--- src/rtl/protocol_out.sv ---
// Host-bound nibble encoder: sends a byte as {CMD_LO,lo} then {CMD_HI,hi}
// over a valid/ready UART TX interface, with an idle gap in between.
module protocol_out #(
  parameter logic [3:0] CMD_LO     = 4'b0001,
  parameter logic [3:0] CMD_HI     = 4'b0010,
  parameter int         GAP_CYCLES = 2
) (
  input  logic       i_clk,
  input  logic       i_reset,
  input  logic       i_send,
  input  logic [7:0] i_data,
  input  logic       i_tx_ready,
  output logic       o_tx_valid,
  output logic [7:0] o_tx_data,
  output logic       o_busy,
  output logic       o_done
);

  typedef enum logic [2:0] {
    S_IDLE,
    S_LO,
    S_GAP,
    S_HI,
    S_DONE
  } state_t;

  localparam logic [7:0] GAP_LD =
    (GAP_CYCLES > 0) ? 8'(GAP_CYCLES - 1) : 8'd0;

  state_t     r_state;
  logic [7:0] r_data;
  logic [7:0] r_gap;
  logic       w_xfer;

  assign w_xfer = o_tx_valid && i_tx_ready;

  always_ff @(posedge i_clk) begin
    if (!i_reset) begin
      r_state    <= S_IDLE;
      r_data     <= 8'h00;
      r_gap      <= 8'h00;
      o_tx_valid <= 1'b0;
      o_tx_data  <= 8'h00;
      o_busy     <= 1'b0;
      o_done     <= 1'b0;
    end else begin
      o_done <= 1'b0;
      unique case (r_state)
        S_IDLE: begin
          if (i_send) begin
            r_data     <= i_data;
            r_state    <= S_LO;
            o_tx_valid <= 1'b1;
            o_tx_data  <= {CMD_LO, i_data[3:0]};
            o_busy     <= 1'b1;
          end
        end
        S_LO: begin
          if (w_xfer) begin
            if (GAP_CYCLES > 0) begin
              r_state    <= S_GAP;
              r_gap      <= GAP_LD;
              o_tx_valid <= 1'b0;
            end else begin
              r_state   <= S_HI;
              o_tx_data <= {CMD_HI, r_data[7:4]};
            end
          end
        end
        // counter runs GAP_CYCLES-1 down to 0, one cycle each
        S_GAP: begin
          if (r_gap == 8'h00) begin
            r_state    <= S_HI;
            o_tx_valid <= 1'b1;
            o_tx_data  <= {CMD_HI, r_data[7:4]};
          end else begin
            r_gap <= r_gap - 8'h01;
          end
        end
        S_HI: begin
          if (w_xfer) begin
            r_state    <= S_DONE;
            o_tx_valid <= 1'b0;
            o_done     <= 1'b1;
          end
        end
        S_DONE: begin
          r_state <= S_IDLE;
          o_busy  <= 1'b0;
        end
        default: r_state <= S_IDLE;
      endcase
    end
  end

endmodule
--- config.mk ---
export PLATFORM = sky130hd
export DESIGN_NAME = protocol_out
export DESIGN_NICKNAME = d
export VERILOG_FILES = /design/src/rtl/protocol_out.sv
export SDC_FILE = /design/constraint.sdc
export NUM_CORES = 1
export LEC_CHECK = 0
export BUFFER_PORTS_ARGS = -buffer_cell sky130_fd_sc_hd__buf_2
export CORE_MARGIN = 2
export CORE_UTILIZATION = 55
export CTS_CLUSTER_DIAMETER = 80
export DETAILED_ROUTE_END_ITERATION = 16
export GPL_TIMING_DRIVEN = 0
export PLACE_DENSITY = 0.87
export SYNTH_ARGS = -nofsm -noshare
export SYNTH_HDL_FRONTEND = slang
export SYNTH_SLANG_ARGS = --single-unit
export TNS_END_PERCENT = 5
--- constraint.sdc ---
create_clock -name i_clk -period 4.2 [get_ports i_clk]
set_input_delay 0.84 -clock i_clk [delete_from_list [all_inputs] [get_ports i_clk]]
set_output_delay 0.84 -clock i_clk [all_outputs]
set_load 0.01 [all_outputs]
[Yosys cells after proc, flatten, opt, wreduce, memory -nomap -nowiden]
Index checks and enable logic that the tools add are counted.
Storage, ports and cells
  bits in registers: 30
  latch bits: 0
  memory bits (writable): 0
  ROM bits: 0
  input port bits: 12
  output and inout bits: 11
  logic and storage cells: 50
  memories kept: 0
Cells by class
  add/subtract/negate cells: 1
  multipliers: 0
  div/mod/pow operators: 0
  $lt $le $gt $ge: 0
  equality and inequality tests: 10
  shifts and indexed selects: 0
  mux-type cells: 17
  bitwise gates (word level): 0
  reductions and logical operators: 15
Operators by type and width (count)
  $mux 8: 4
  $pmux 8 s2: 2
  $mux 3: 4
  $pmux 3 s4: 1
  $ne 2x2->1 const B: 5
  $logic_not 8->1: 1
  $reduce_and 4->1: 2
  $sub 8x1->8 const B: 1
  $eq 3x2->1 const B: 2
  $reduce_and 2->1: 3
  $reduce_and 3->1: 2
  $reduce_bool 2->1: 3
  $mux 1: 4
  $eq 3x1->1 const B: 1
  $eq 3x3->1 const B: 1
  $logic_not 3->1: 1
  $pmux 1 s3: 1
  $reduce_bool 3->1: 1
  $ne 2x1->1 const B: 1
  $pmux 1 s2: 1
  $reduce_or 2->1: 1
  $logic_and 1x1->1: 1

[Longest topological paths before layout]
Gate-level depths: netlist of run 1.
  depth in word-level cells: 4
  mapped depth: 6
  depth with buffers taken out: 6

[Worst setup path after synthesis of run 1]
OpenSTA, ideal clock, no wires.
  path kind: input to register
  start point: in i_tx_ready
  end point: reg r_gap[4]
  setup time: 0.072 ns
  arrival time: 1.727 ns
  required time: 4.128 ns
  setup slack: 2.401 ns
  stages: 5
  buffers on the path: 1
  cells stage by stage: nand4b_4 a21o_1 buf_6 nor4_1 mux2i_1
Between the ends
  cells in the longest elaborated chain, start to end: 3
RTL lines
  start: declaration: RTL line 12  | input logic i_tx_ready,
  $logic_and 1x1->1: RTL line 35  | assign w_xfer = o_tx_valid && i_tx_ready;
  $ne 2x2->1 (no source line)
  $reduce_and 3->1 (no source line)
  end signal: assignment: RTL line 77  | r_gap <= r_gap - 8'h01;
  end: declaration: RTL line 32  | logic [7:0] r_gap;
No other way between the ends.
A chain may end at the register's enable or synchronous reset.

[Final worst setup path of run 1]
  start point: reg r_gap[1]
  end point: reg o_tx_data[1]
Between the ends
  cells in the longest elaborated chain, start to end: 3
RTL lines
  $logic_not 8->1: RTL line 72  | if (r_gap == 8'h00) begin
  $ne 2x2->1 (no source line)
  $reduce_and 3->1 (no source line)
  end signal: assignment: RTL line 54  | o_tx_data <= {CMD_LO, i_data[3:0]};
  end signal: assignment: RTL line 66  | o_tx_data <= {CMD_HI, r_data[7:4]};
  end signal: assignment: RTL line 75  | o_tx_data <= {CMD_HI, r_data[7:4]};
  end: declaration: RTL line 14  | output logic [7:0] o_tx_data,
No other way between the ends.

==> summary.md, run 1 <==
| Metric | Value |
|---|---|
| Outcome | `finished, final reports clean` |
| R2R depth | `6` |
| Crit-path cells | `inv_1, ha_1, nor3b_1, a31oi_1, nand2_1, a21oi_1` |
| Fin. Hold Viols | `0` |
| DP HPWL | `approximately 1.7 mm` |
| Initial antenna violation count | `0` |
| RSZ-0062 raised after global routing | `no` |
| Headroom to the max-slew limit | `47.7%` |
| Area of the multi-input gates | `572 µm²` |
| # DRC | `0` |
| Max Root-Sink Buffers | `2` |
| Nets | `164` |
| Dpl ws | `2.14 ns` |
| GPL Wtd Cong | `about 0.85` |
| Cts repair resizes | `0` |
| Overflow after GRT | `0` |
| Final setup violation count | `0` |
| Final Cell Area | `~1300 µm²` |
| Sw Share | `about 26%` |
| Die X | `roughly 49 µm` |
| DIE HEIGHT | `slightly below 50 µm` |
| Worst-path fanout max | `7` |
| Yosys top cell by area | `dfxtp_1` |
| Slew Limit Fails | `0` |
| Worst hold margin | `0.464 ns` |
| Reg area | `around 480 µm²` |
| Hold Path Stages | `2` |
| Fillers | `170` |
| CTS clk-pin slew, worst paths | `about 0.13 ns` |
| Peak VDD IR | `about 380 µV` |
| Synth warn | `0` |
| Via count | `just under 1k` |
| Hold buffers post-CTS | `0` |
| Drt pass-1 iters | `4` |
| Overall power | `approximately 0.5 mW` |
| # port buffers | `20` |
| Seq pwr share | `49.0%` |
| Share of the synthesized area in the top cell type | `42.9%` |
| Pin count of the biggest net entering global routing | `15` |
| Max-Cap Viols | `0` |
| Clock share of power | `~33%` |
| Syn_area_per_cell | `roughly 9 µm²` |
| I/O pins | `23` |
| Syn Std Cell Area | `1120 µm²` |
| Most common cell after layout, fill and taps aside | `dfxtp_1` |
| F_max | `~560 MHz` |
| Vias in the first global route | `about 950` |
| Synth Register Bits | `24` |
| Min-delay worst type | `reg2reg` |
| Cts bufs inserted | `3` |
| Tmin final | `1.79 ns` |
| CP Capture Type | `flip-flop` |
| WL/cell | `between 10 and 15 µm` |
| Critical Path Source Type | `flip-flop` |
| Util after Layout | `between 60% and 70%` |
| Initial Util | `between 50% and 60%` |
| Combinational share of power | `between 10% and 20%` |
| P_leak | `0.535 nW` |
| Setup TNS | `0 ns` |
| Gr usage total | `a little over a fifth` |
| Clock sink total | `24` |
| Post-DP Area | `between 1000 and 1500 µm²` |
| CP required | `roughly 4.5 ns` |
| Placed cell count | `about 170` |
| Crit-path max cell delay | `about 0.55 ns` |
| Root Driver | `clkbuf_4` |
| P per Cell Area | `390 nW/µm²` |
| Layout area overhead | `17.0%` |
| CTS tree | `done` |
| Crit Path Class | `reg2reg` |
| H-tree Lvls | `1` |
| Final setup margin | `2.41 ns` |
| Routed Antenna Nets | `0` |
| Internal power | `between 0.3 and 0.4 mW` |
| Post-CTS setup buffer count | `0` |
| CP max-delay cell | `a31oi_1` |
| Die area | `between 2000 and 2500 µm²` |
| Critical Path Stages | `6` |
| ANT cells | `0` |
| Seq/Total Area, Yosys | `approximately 43%` |
| Commonest cells after routing, fill and taps aside | `dfxtp_1, buf_2, a21oi_1` |
| Distinct cells, synth | `36` |
| Final period util | `~43%` |
| Cell Count, Final, Fillers Out | `176` |
| Core region area | `a little under 2000 µm²` |
| Clock skew | `between 0.003 and 0.004 ns` |
| Drt via density | `roughly 5.6` |
| Synth area leaders | `dfxtp_1, a21oi_1, mux2i_1, nand2_1, o21ai_0` |
| CP Data Arrival Time | `just over 2 ns` |
| Clock Latency Late Sink | `~0.32 ns` |
| Worst Tran Pin Value | `0.778 ns` |
| Post-Route WL | `~2.3 mm` |
| Global-route wire length before repair | `just under 4 mm` |
| # rows | `16` |
| CP bufs+invs | `1` |
| Psw | `roughly 0.13 mW` |
| Crit path max-delay family | `compound AO/OA/AOI/OAI gates` |
| DR iter-0 viols | `14` |
| Synth Instances | `124` |
| Share of cells above drive strength 1 | `around 23%` |
## state kept, by name, indices dropped and copies added, names as in the netlist
register,cells
o_busy,1
r_state,3
o_tx_data,6
o_tx_valid,1
r_gap,8
o_done,1
r_data,4
## worst min-delay path, stage by stage (launching register included)
cell     delay [ns]
dfxtp_1        0.33
nand2_1        0.05
a21oi_1        0.05
## kinds of logic (layout without fill, tap and decap cells)
logic type / count (synthesis) / after routing / synth area share (%)
and+or+nand+nor: 44 / 44 / 22.4
AOI/OAI and AO/OA: 37 / 37 / 21.2
DFF: 24 / 24 / 42.9
buffers and inverters: 11 / 35 / 6.47
muxes: 5 / 5 / 4.46
adders and majority gates: 2 / 2 / 2.23
other: 1 / 2 / 0.335
## power by group through the flow
stage          clock network, mW  registers (mW)  logic [mW]
2_1_floorplan                  0           0.257      0.0636
3_3_place_gp                   0           0.254      0.0886
3_5_place_dp                   0           0.255      0.0920
4_1_cts                    0.173           0.250      0.0926
5_1_grt                    0.177           0.252       0.104
6_report                   0.168           0.250      0.0926
## layout make-up
class	instances	area share, %
multi-input combinational	90	43.6
buffer	7	4.39
clock inverter	1	2.29
clock buffer	3	1.72
inverter	4	1.15
tap	27	2.58
sequential	24	36.6
timing repair buffer	20	7.63
## routing by layer
metal  vias up  GRT usage [%]  share of wire (%)
li1        498              -                  -
met1       466           22.8                 43
met2        22           38.7                 52
met3         4           6.13                4.1
met4         0           7.62               0.88
met5         -              0                  0
## cell usage after synthesis
library cell,n
buf_6,3
or3_1,5
o2111ai_2,1
o21ai_2,1
o22a_1,1
o211ai_1,1
mux2i_1,5
a21boi_0,1
nor4_1,3
and3_1,1
buf_2,1
or4_1,1
a211oi_1,4
clkbuf_1,1
nand2_1,11
conb_1,1
nand2b_1,3
o21ai_0,8
a22oi_1,4
nand3_1,2
dfxtp_1,24
nor4b_1,1
inv_1,4
nor3_1,4
a21o_1,1
o31ai_1,1
a31oi_1,1
o31a_1,1
nor3b_1,2
nor2_1,8
a21oi_1,12
or4b_4,1
nand4b_4,1
buf_4,2
nor2b_1,1
ha_1,2
## path summary, 6_finish.rpt
kind | start | endpoint | slack, ns
max reg2reg | r_gap[1]$_SDFFE_PN0P_ | o_tx_data[1]$_SDFFE_PN0P_ | 2.41
max | r_gap[1]$_SDFFE_PN0P_ | o_tx_data[1]$_SDFFE_PN0P_ | 2.41
min | o_tx_data[2]$_SDFFE_PN0P_ | o_tx_data[2]$_SDFFE_PN0P_ | 0.46
min reg2reg | o_tx_data[2]$_SDFFE_PN0P_ | o_tx_data[2]$_SDFFE_PN0P_ | 0.46
No activity file was read; power rests on OpenSTA's default activity.
==> run 2: changes to the inputs <==
--- a/config.mk
+++ b/config.mk
@@ -7,11 +7,11 @@
 export LEC_CHECK = 0
 export BUFFER_PORTS_ARGS = -buffer_cell sky130_fd_sc_hd__buf_2
 export CORE_MARGIN = 2
-export CORE_UTILIZATION = 55
+export CORE_UTILIZATION = 52
 export CTS_CLUSTER_DIAMETER = 80
 export DETAILED_ROUTE_END_ITERATION = 16
 export GPL_TIMING_DRIVEN = 0
-export PLACE_DENSITY = 0.87
+export PLACE_DENSITY = 0.83
 export SYNTH_ARGS = -nofsm -noshare
 export SYNTH_HDL_FRONTEND = slang
 export SYNTH_SLANG_ARGS = --single-unit
==> constraint.sdc (replaced) <==
create_clock -name i_clk -period 1.77 [get_ports i_clk]
set_input_delay 0.354 -clock i_clk [delete_from_list [all_inputs] [get_ports i_clk]]
set_output_delay 0.354 -clock i_clk [all_outputs]
set_load 0.01 [all_outputs]
==> run 2 against run 1 <==
Clock power is 140% higher. Critical path type unchanged. Flip-flop and latch count unchanged. Total power is 140% higher. Utilization fell by 1.1 points. Maximum frequency is 8.2% higher. Combinational power up 150%. Largest power group unchanged. Clock skew rose by 0.017 ns. Sequential share of layout area shrank 0.52 points. Cell count did not move.
==> summary.md, run 2 (synthesis results as in run 1) <==
| Metric | Value |
|---|---|
| Outcome | `finished, final reports clean (unchanged)` |
| Overflow after GRT | `0 (unchanged)` |
| Cell Count, Final, Fillers Out | `176 (unchanged)` |
| Drt via density | `5.66 (was 5.63)` |
| Pin count of the biggest net entering global routing | `15 (unchanged)` |
| CP Data Arrival Time | `1.85 ns (was 2.05 ns)` |
| Overall power | `1.22 mW (was 0.511 mW)` |
| # port buffers | `20 (unchanged)` |
| Crit Path Class | `reg2reg (unchanged)` |
| Top Registers | `r_gap: 8 flops, o_tx_data: 6 flops, r_data: 4 flops (unchanged)` |
| Fin. Hold Viols | `0 (unchanged)` |
| H-tree Lvls | `1 (unchanged)` |
| ANT cells | `0 (unchanged)` |
| DR iter-0 viols | `18 (was 14)` |
| Hold Path Stages | `3 (was 2)` |
| Gr usage total | `19.9% (was 21.2%)` |
| DIE HEIGHT | `50.4 µm (was 49.1 µm)` |
| CTS clk-pin slew, worst paths | `0.14 ns (was 0.13 ns)` |
| Tmin final | `1.66 ns (was 1.79 ns)` |
| Largest Register | `r_gap (unchanged)` |
| Commonest cells after routing, fill and taps aside | `dfxtp_1, buf_2, a21oi_1 (unchanged)` |
| Final setup margin | `0.114 ns (was 2.41 ns)` |
| CP required | `1.97 ns (was 4.46 ns)` |
| Die area | `2540 µm² (was 2420 µm²)` |
| # rows | `16 (unchanged)` |
| Headroom to the max-slew limit | `45.4% (was 47.7%)` |
| Die X | `50.4 µm (was 49.1 µm)` |
| Internal power | `0.903 mW (was 0.379 mW)` |
| Drt pass-1 iters | `4 (unchanged)` |
| Reg2reg end | `r_gap[7]$_SDFFE_PN0P_ (was o_tx_data[1]$_SDFFE_PN0P_)` |
| Initial Util | `56.0% (was 57.7%)` |
| Hold Crit Start | `i_data[7] (was o_tx_data[2]$_SDFFE_PN0P_)` |
| GPL Wtd Cong | `0.790 (was 0.846)` |
| Final period util | `93.5% (was 42.7%)` |
| Worst hold margin | `0.261 ns (was 0.464 ns)` |
| Root Driver | `clkbuf_4 (unchanged)` |
| CP Capture Type | `flip-flop (unchanged)` |
| Util after Layout | `66.4% (was 67.5%)` |
| Clock sink total | `24 (unchanged)` |
| Dpl ws | `0.0805 ns (was 2.14 ns)` |
| Clock Latency Late Sink | `0.32 ns (about the same)` |
| Placed cell count | `172 (unchanged)` |
| Post-Route WL | `2.36 mm (was 2.28 mm)` |
| Hold endpoint | `r_data[7]$_SDFFE_PN0P_ (was o_tx_data[2]$_SDFFE_PN0P_)` |
| Vias in the first global route | `935 (was 946)` |
| Share of cells above drive strength 1 | `26.2% (was 22.8%)` |
| Post-DP Area | `1260 µm² (unchanged)` |
| F_max | `604 MHz (was 558 MHz)` |
| Setup TNS | `0 ns (unchanged)` |
| Nets | `164 (unchanged)` |
| Seq pwr share | `48.7% (was 49.0%)` |
| Max reg flops | `8 (unchanged)` |
| Via count | `996 (was 990)` |
| Psw | `0.316 mW (was 0.132 mW)` |
| Fillers | `176 (was 170)` |
| Slew Limit Fails | `0 (unchanged)` |
| P_leak | `0.541 nW (was 0.535 nW)` |
| I/O pins | `23 (unchanged)` |
| Sw Share | `26.0% (was 25.8%)` |
| Register-to-register setup slack | `0.11 ns (was 2.41 ns)` |
| WL/cell | `13.4 µm (was 12.9 µm)` |
| Clock share of power | `32.5% (was 32.9%)` |
| Most common cell after layout, fill and taps aside | `dfxtp_1 (unchanged)` |
| Worst-path fanout max | `6 (was 7)` |
| DP HPWL | `1.65 mm (was 1.71 mm)` |
| Final setup violation count | `0 (unchanged)` |
| Layout area overhead | `18.6% (was 17.0%)` |
| Cts bufs inserted | `3 (unchanged)` |
| P per Cell Area | `917 nW/µm² (was 390 nW/µm²)` |
| Worst Tran Pin Value | `0.812 ns (was 0.778 ns)` |
| R2R depth | `6 (unchanged)` |
| Min-delay worst type | `in2reg (was reg2reg)` |
| Clock skew | `0.0208 ns (was 0.00352 ns)` |
| Initial antenna violation count | `0 (unchanged)` |
| Peak VDD IR | `658 µV (was 381 µV)` |
| Critical Path Source Type | `flip-flop (unchanged)` |
| Core region area | `2000 µm² (was 1940 µm²)` |
| Global-route wire length before repair | `3.91 mm (was 3.97 mm)` |
| Combinational share of power | `18.8% (was 18.1%)` |
| Routed Antenna Nets | `0 (unchanged)` |
| FF-to-FF Start | `r_gap[0]$_SDFFE_PN0P_ (was r_gap[1]$_SDFFE_PN0P_)` |
| CTS tree | `done (unchanged)` |
| Max-Cap Viols | `0 (unchanged)` |
| Max Root-Sink Buffers | `2 (unchanged)` |
| Final Cell Area | `1330 µm² (was 1310 µm²)` |
| RSZ-0062 raised after global routing | `no (unchanged)` |
| # DRC | `0 (unchanged)` |
[run 2: cell types whose count changed in the layout (fill, tap and decap cells not counted)]
cell	before	now
inv_1	4	2
inv_2	0	2
a31oi_1	1	0
a31oi_2	0	1
nor4_1	3	2
nor4_2	0	1
nor4b_1	1	0
nor4b_2	0	1
o21ai_0	8	7
o21ai_1	0	1
[run 2: power groups by stage]
stage	Sequential [mW]	Clock [mW]	Combinational (mW)
floorplan	0.610	0	0.151
global placement	0.603	0	0.211
detailed placement	0.605	0	0.216
CTS	0.593	0.403	0.219
global route	0.599	0.415	0.254
finish	0.594	0.396	0.229
[run 2: final cells by class]
type | instances | area [µm²] | share of cell area [%]
inverter | 4 | 15.0 | 1.13
multi-input combinational | 90 | 591 | 44.4
clock inverter | 1 | 30.0 | 2.26
sequential | 24 | 480 | 36.1
tap | 27 | 33.8 | 2.54
buffer | 7 | 57.6 | 4.33
clock buffer | 3 | 22.5 | 1.69
timing repair buffer | 20 | 100 | 7.53
[run 2: how the worst max path moves through the flow]
stage	slack (ns)	start	to
floorplan	0.21	r_gap[0]$_SDFFE_PN0P_	r_gap[7]$_SDFFE_PN0P_
global placement	0.11	r_gap[0]$_SDFFE_PN0P_	r_gap[7]$_SDFFE_PN0P_
detailed placement	0.08	r_gap[0]$_SDFFE_PN0P_	o_tx_data[3]$_SDFFE_PN0P_
CTS	0.02	r_gap[0]$_SDFFE_PN0P_	r_gap[3]$_SDFFE_PN0P_
global route	0.008	r_gap[0]$_SDFFE_PN0P_	r_gap[5]$_SDFFE_PN0P_
finish	0.11	r_gap[0]$_SDFFE_PN0P_	r_gap[7]$_SDFFE_PN0P_
[run 2: timing repair]
action                                  in CTS  in global routing
endpoints found under the setup margin       0                 12
hold buffers                                 0                  0
gates resized for setup                      0                  6
setup buffers                                0                  0
[run 2: worst max-delay path, stage by stage (launching register included)]
cell and delay [ns]:
dfxtp_1 0.36, inv_2 0.10, ha_1 0.15, or4b_4 0.51, o211ai_1 0.23, or3_1 0.15
a21oi_1 0.06
[run 2: routing by layer]
metal	track usage, %	vias up	part of all wire (%)
li1	-	503	-
met1	23.6	457	46
met2	36.0	30	48
met3	2.98	6	3.8
met4	7.66	0	1.8
met5	0	-	0
==> run 3: changes to the inputs <==
==> config.mk (replaced) <==
export PLATFORM = sky130hd
export DESIGN_NAME = protocol_out
export DESIGN_NICKNAME = d
export VERILOG_FILES = /design/src/rtl/protocol_out.sv
export SDC_FILE = /design/constraint.sdc
export NUM_CORES = 1
export LEC_CHECK = 0
export CORE_MARGIN = 2
export CORE_UTILIZATION = 55
export CTS_CLUSTER_DIAMETER = 80
export DETAILED_ROUTE_END_ITERATION = 16
export DONT_BUFFER_PORTS = 1
export GPL_TIMING_DRIVEN = 0
export PLACE_DENSITY = 0.77
export SLEW_MARGIN = 20
export SYNTH_ARGS = -nofsm -noshare
export SYNTH_HDL_FRONTEND = slang
export SYNTH_SLANG_ARGS = --single-unit
export TNS_END_PERCENT = 5
==> run 3 against run 2 <==
Sequential power up 2%. Worst hold slack worse by 0.077 ns. Non-clock buffer count down 20. Count of clock-buffer cells in the layout up 1. Utilization down 4.0 points. Combinational power down 20%. Global-route usage down 1.1 points. Total power down 12%. Clock power down 30%. Critical path type unchanged. Critical endpoint is now r_gap[5]$_SDFFE_PN0P_. Largest cell class unchanged. Largest power group unchanged.
==> summary.md, run 3 (synthesis results as in run 1) <==
| Metric | Value |
|---|---|
| Outcome | `finished, final reports clean (unchanged)` |
| Initial Util | `57.7% (was 56.0%)` |
| Layout area overhead | `8.15% (was 18.6%)` |
| Reg area | `480 µm² (unchanged)` |
| Worst Tran Pin Value | `0.846 ns (was 0.812 ns)` |
| Drt via density | `5.81 (was 5.66)` |
| Overflow after GRT | `0 (unchanged)` |
| Fillers | `176 (unchanged)` |
| Sw Share | `27.0% (was 26.0%)` |
| Seq pwr share | `56.7% (was 48.7%)` |
| Initial antenna violation count | `0 (unchanged)` |
| Post-DP Area | `1160 µm² (was 1260 µm²)` |
| Tmin final | `1.66 ns (about the same)` |
| Largest Register | `r_gap (unchanged)` |
| Headroom to the max-slew limit | `43.1% (was 45.4%)` |
| CTS clk-pin slew, worst paths | `0.12 ns (was 0.14 ns)` |
| Routed wire length on met2 | `1.04 mm (was 1.14 mm)` |
| Clock sink total | `24 (unchanged)` |
| Worst-path fanout max | `6 (unchanged)` |
| Via count | `906 (was 996)` |
| DR iter-0 viols | `14 (was 18)` |
| Vias in the first global route | `805 (was 935)` |
| Critical Path Source Type | `flip-flop (unchanged)` |
| Slew Limit Fails | `0 (unchanged)` |
| Root Driver | `clkbuf_4 (unchanged)` |
| WL/cell | `13.5 µm (was 13.4 µm)` |
| # DRC | `0 (unchanged)` |
| FF-to-FF Start | `r_gap[0]$_SDFFE_PN0P_ (unchanged)` |
| CP required | `1.94 ns (was 1.97 ns)` |
| Nets | `144 (was 164)` |
| Die X | `49.1 µm (was 50.4 µm)` |
| Die area | `2420 µm² (was 2540 µm²)` |
| CP Data Arrival Time | `1.83 ns (was 1.85 ns)` |
| Final Cell Area | `1210 µm² (was 1330 µm²)` |
| GPL Wtd Cong | `0.818 (was 0.790)` |
| DIE HEIGHT | `49.1 µm (was 50.4 µm)` |
| DR top layer | `met4 (unchanged)` |
| Internal power | `0.780 mW (was 0.903 mW)` |
| Clock share of power | `26.2% (was 32.5%)` |
| P per Cell Area | `881 nW/µm² (was 917 nW/µm²)` |
| H-tree Lvls | `1 (unchanged)` |
| Hold Crit Start | `i_reset (was i_data[7])` |
| F_max | `601 MHz (was 604 MHz)` |
| Routed Antenna Nets | `0 (unchanged)` |
| Peak VDD IR | `766 µV (was 658 µV)` |
| Combinational share of power | `17.2% (was 18.8%)` |
| Post-Route WL | `2.11 mm (was 2.36 mm)` |
| P_leak | `0.445 nW (was 0.541 nW)` |
| CTS tree | `done (unchanged)` |
| Core region area | `1940 µm² (was 2000 µm²)` |
| Most common cell after layout, fill and taps aside | `dfxtp_1 (unchanged)` |
| Fin. Hold Viols | `0 (unchanged)` |
| Gr usage total | `18.8% (was 19.9%)` |
| Max Root-Sink Buffers | `2 (unchanged)` |
| Overall power | `1.07 mW (was 1.22 mW)` |
| Met3 wire length | `121 µm (was 90 µm)` |
| Crit Path Class | `reg2reg (unchanged)` |
| Psw | `0.288 mW (was 0.316 mW)` |
| CP startpoint | `r_gap[0]$_SDFFE_PN0P_ (unchanged)` |
| Cell Count, Final, Fillers Out | `156 (was 176)` |
| Max-Cap Viols | `0 (unchanged)` |
| # rows | `16 (unchanged)` |
| Share of cells above drive strength 1 | `14.7% (was 26.2%)` |
| Drt pass-1 iters | `4 (unchanged)` |
| M1 wire length | `933 µm (was 1.08 mm)` |
| Pin count of the biggest net entering global routing | `14 (was 15)` |
| ANT cells | `0 (unchanged)` |
| Final period util | `94.0% (was 93.5%)` |
| Max reg flops | `8 (unchanged)` |
| Final setup violation count | `0 (unchanged)` |
| # port buffers | `0 (was 20)` |
| I/O pins | `23 (unchanged)` |
| Clock Latency Late Sink | `0.31 ns (was 0.32 ns)` |
| Top Registers | `r_gap: 8 flops, o_tx_data: 6 flops, r_data: 4 flops (unchanged)` |
| Cts bufs inserted | `3 (unchanged)` |
| Placed cell count | `152 (was 172)` |
| Commonest cells after routing, fill and taps aside | `dfxtp_1, a21oi_1, nand2_1 (was dfxtp_1, buf_2, a21oi_1)` |
| Min-delay worst type | `in2reg (unchanged)` |
| DP HPWL | `1.56 mm (was 1.65 mm)` |
| Area of the multi-input gates | `589 µm² (was 591 µm²)` |
| Post-CTS setup buffer count | `0 (unchanged)` |
| Clock skew | `0.00224 ns (was 0.0208 ns)` |
| Global-route wire length before repair | `3.57 mm (was 3.91 mm)` |
| CP Capture Type | `flip-flop (unchanged)` |
## run 3: cell count changes in the layout (fill, tap and decap cells not counted), sizes merged
| cell | before | now |
|---|---|---|
| clkbuf | 4 | 5 |
| buf | 26 | 6 |
| bufinv | 1 | 0 |
## run 3: layer usage
metal | track usage, % | up-vias
met2 | 30.0 | 23
met5 | 0 | -
li1 | - | 459
met3 | 6.75 | 2
met4 | 4.76 | 0
met1 | 24.2 | 422
## run 3: per-stage QoR
step	setup TNS [ns]	hold WS [ns]	setup WS [ns]	utilization [%]
2_1_floorplan	0	0.461	0.208	-
3_3_place_gp	0	0.475	0.119	59.7
6_report	0	0.184	0.106	62.4
3_5_place_dp	0	0.484	0.0786	59.7
5_1_grt	-0.00994	0.163	-0.00705	62.4
4_1_cts	0	0.171	0.0495	61.5
## run 3: cell type report
class / instances / area share [%]
multi-input combinational: 90 / 48.6
inverter: 4 / 1.24
tap: 27 / 2.79
clock buffer: 4 / 2.99
buffer: 7 / 4.75
sequential: 24 / 39.6
## run 3: worst max-delay path, cell delays in order (launching register included)
cell and delay, ns:
dfxtp_1 0.36, inv_2 0.10, ha_1 0.16, or4b_4 0.51, o2111ai_2 0.21, or3_1 0.13
a21oi_1 0.06
## run 3: worst paths after layout
path         slack (ns)                      end  cells past startpoint
max reg2reg        0.11    r_gap[5]$_SDFFE_PN0P_                      6
min reg2reg        0.51   r_data[6]$_SDFFE_PN0P_                      2
max                0.11    r_gap[5]$_SDFFE_PN0P_                      6
min                0.18  r_state[2]$_SDFFE_PN0P_                      2
## run 3: timing repair
| item | CTS | global route |
|---|---|---|
| resized for setup | 0 | 5 |
| hold buffers | 0 | 0 |
| endpoints found under the hold margin | 0 | 0 |
| endpoints found under the setup margin | 0 | 12 |
## run 3: power groups by stage
stage	logic (mW)	clock network, mW	registers (mW)
floorplan	0.151	0	0.610
global placement	0.173	0	0.614
detailed placement	0.178	0	0.617
CTS	0.179	0.289	0.605
global route	0.205	0.313	0.609
finish	0.183	0.279	0.605
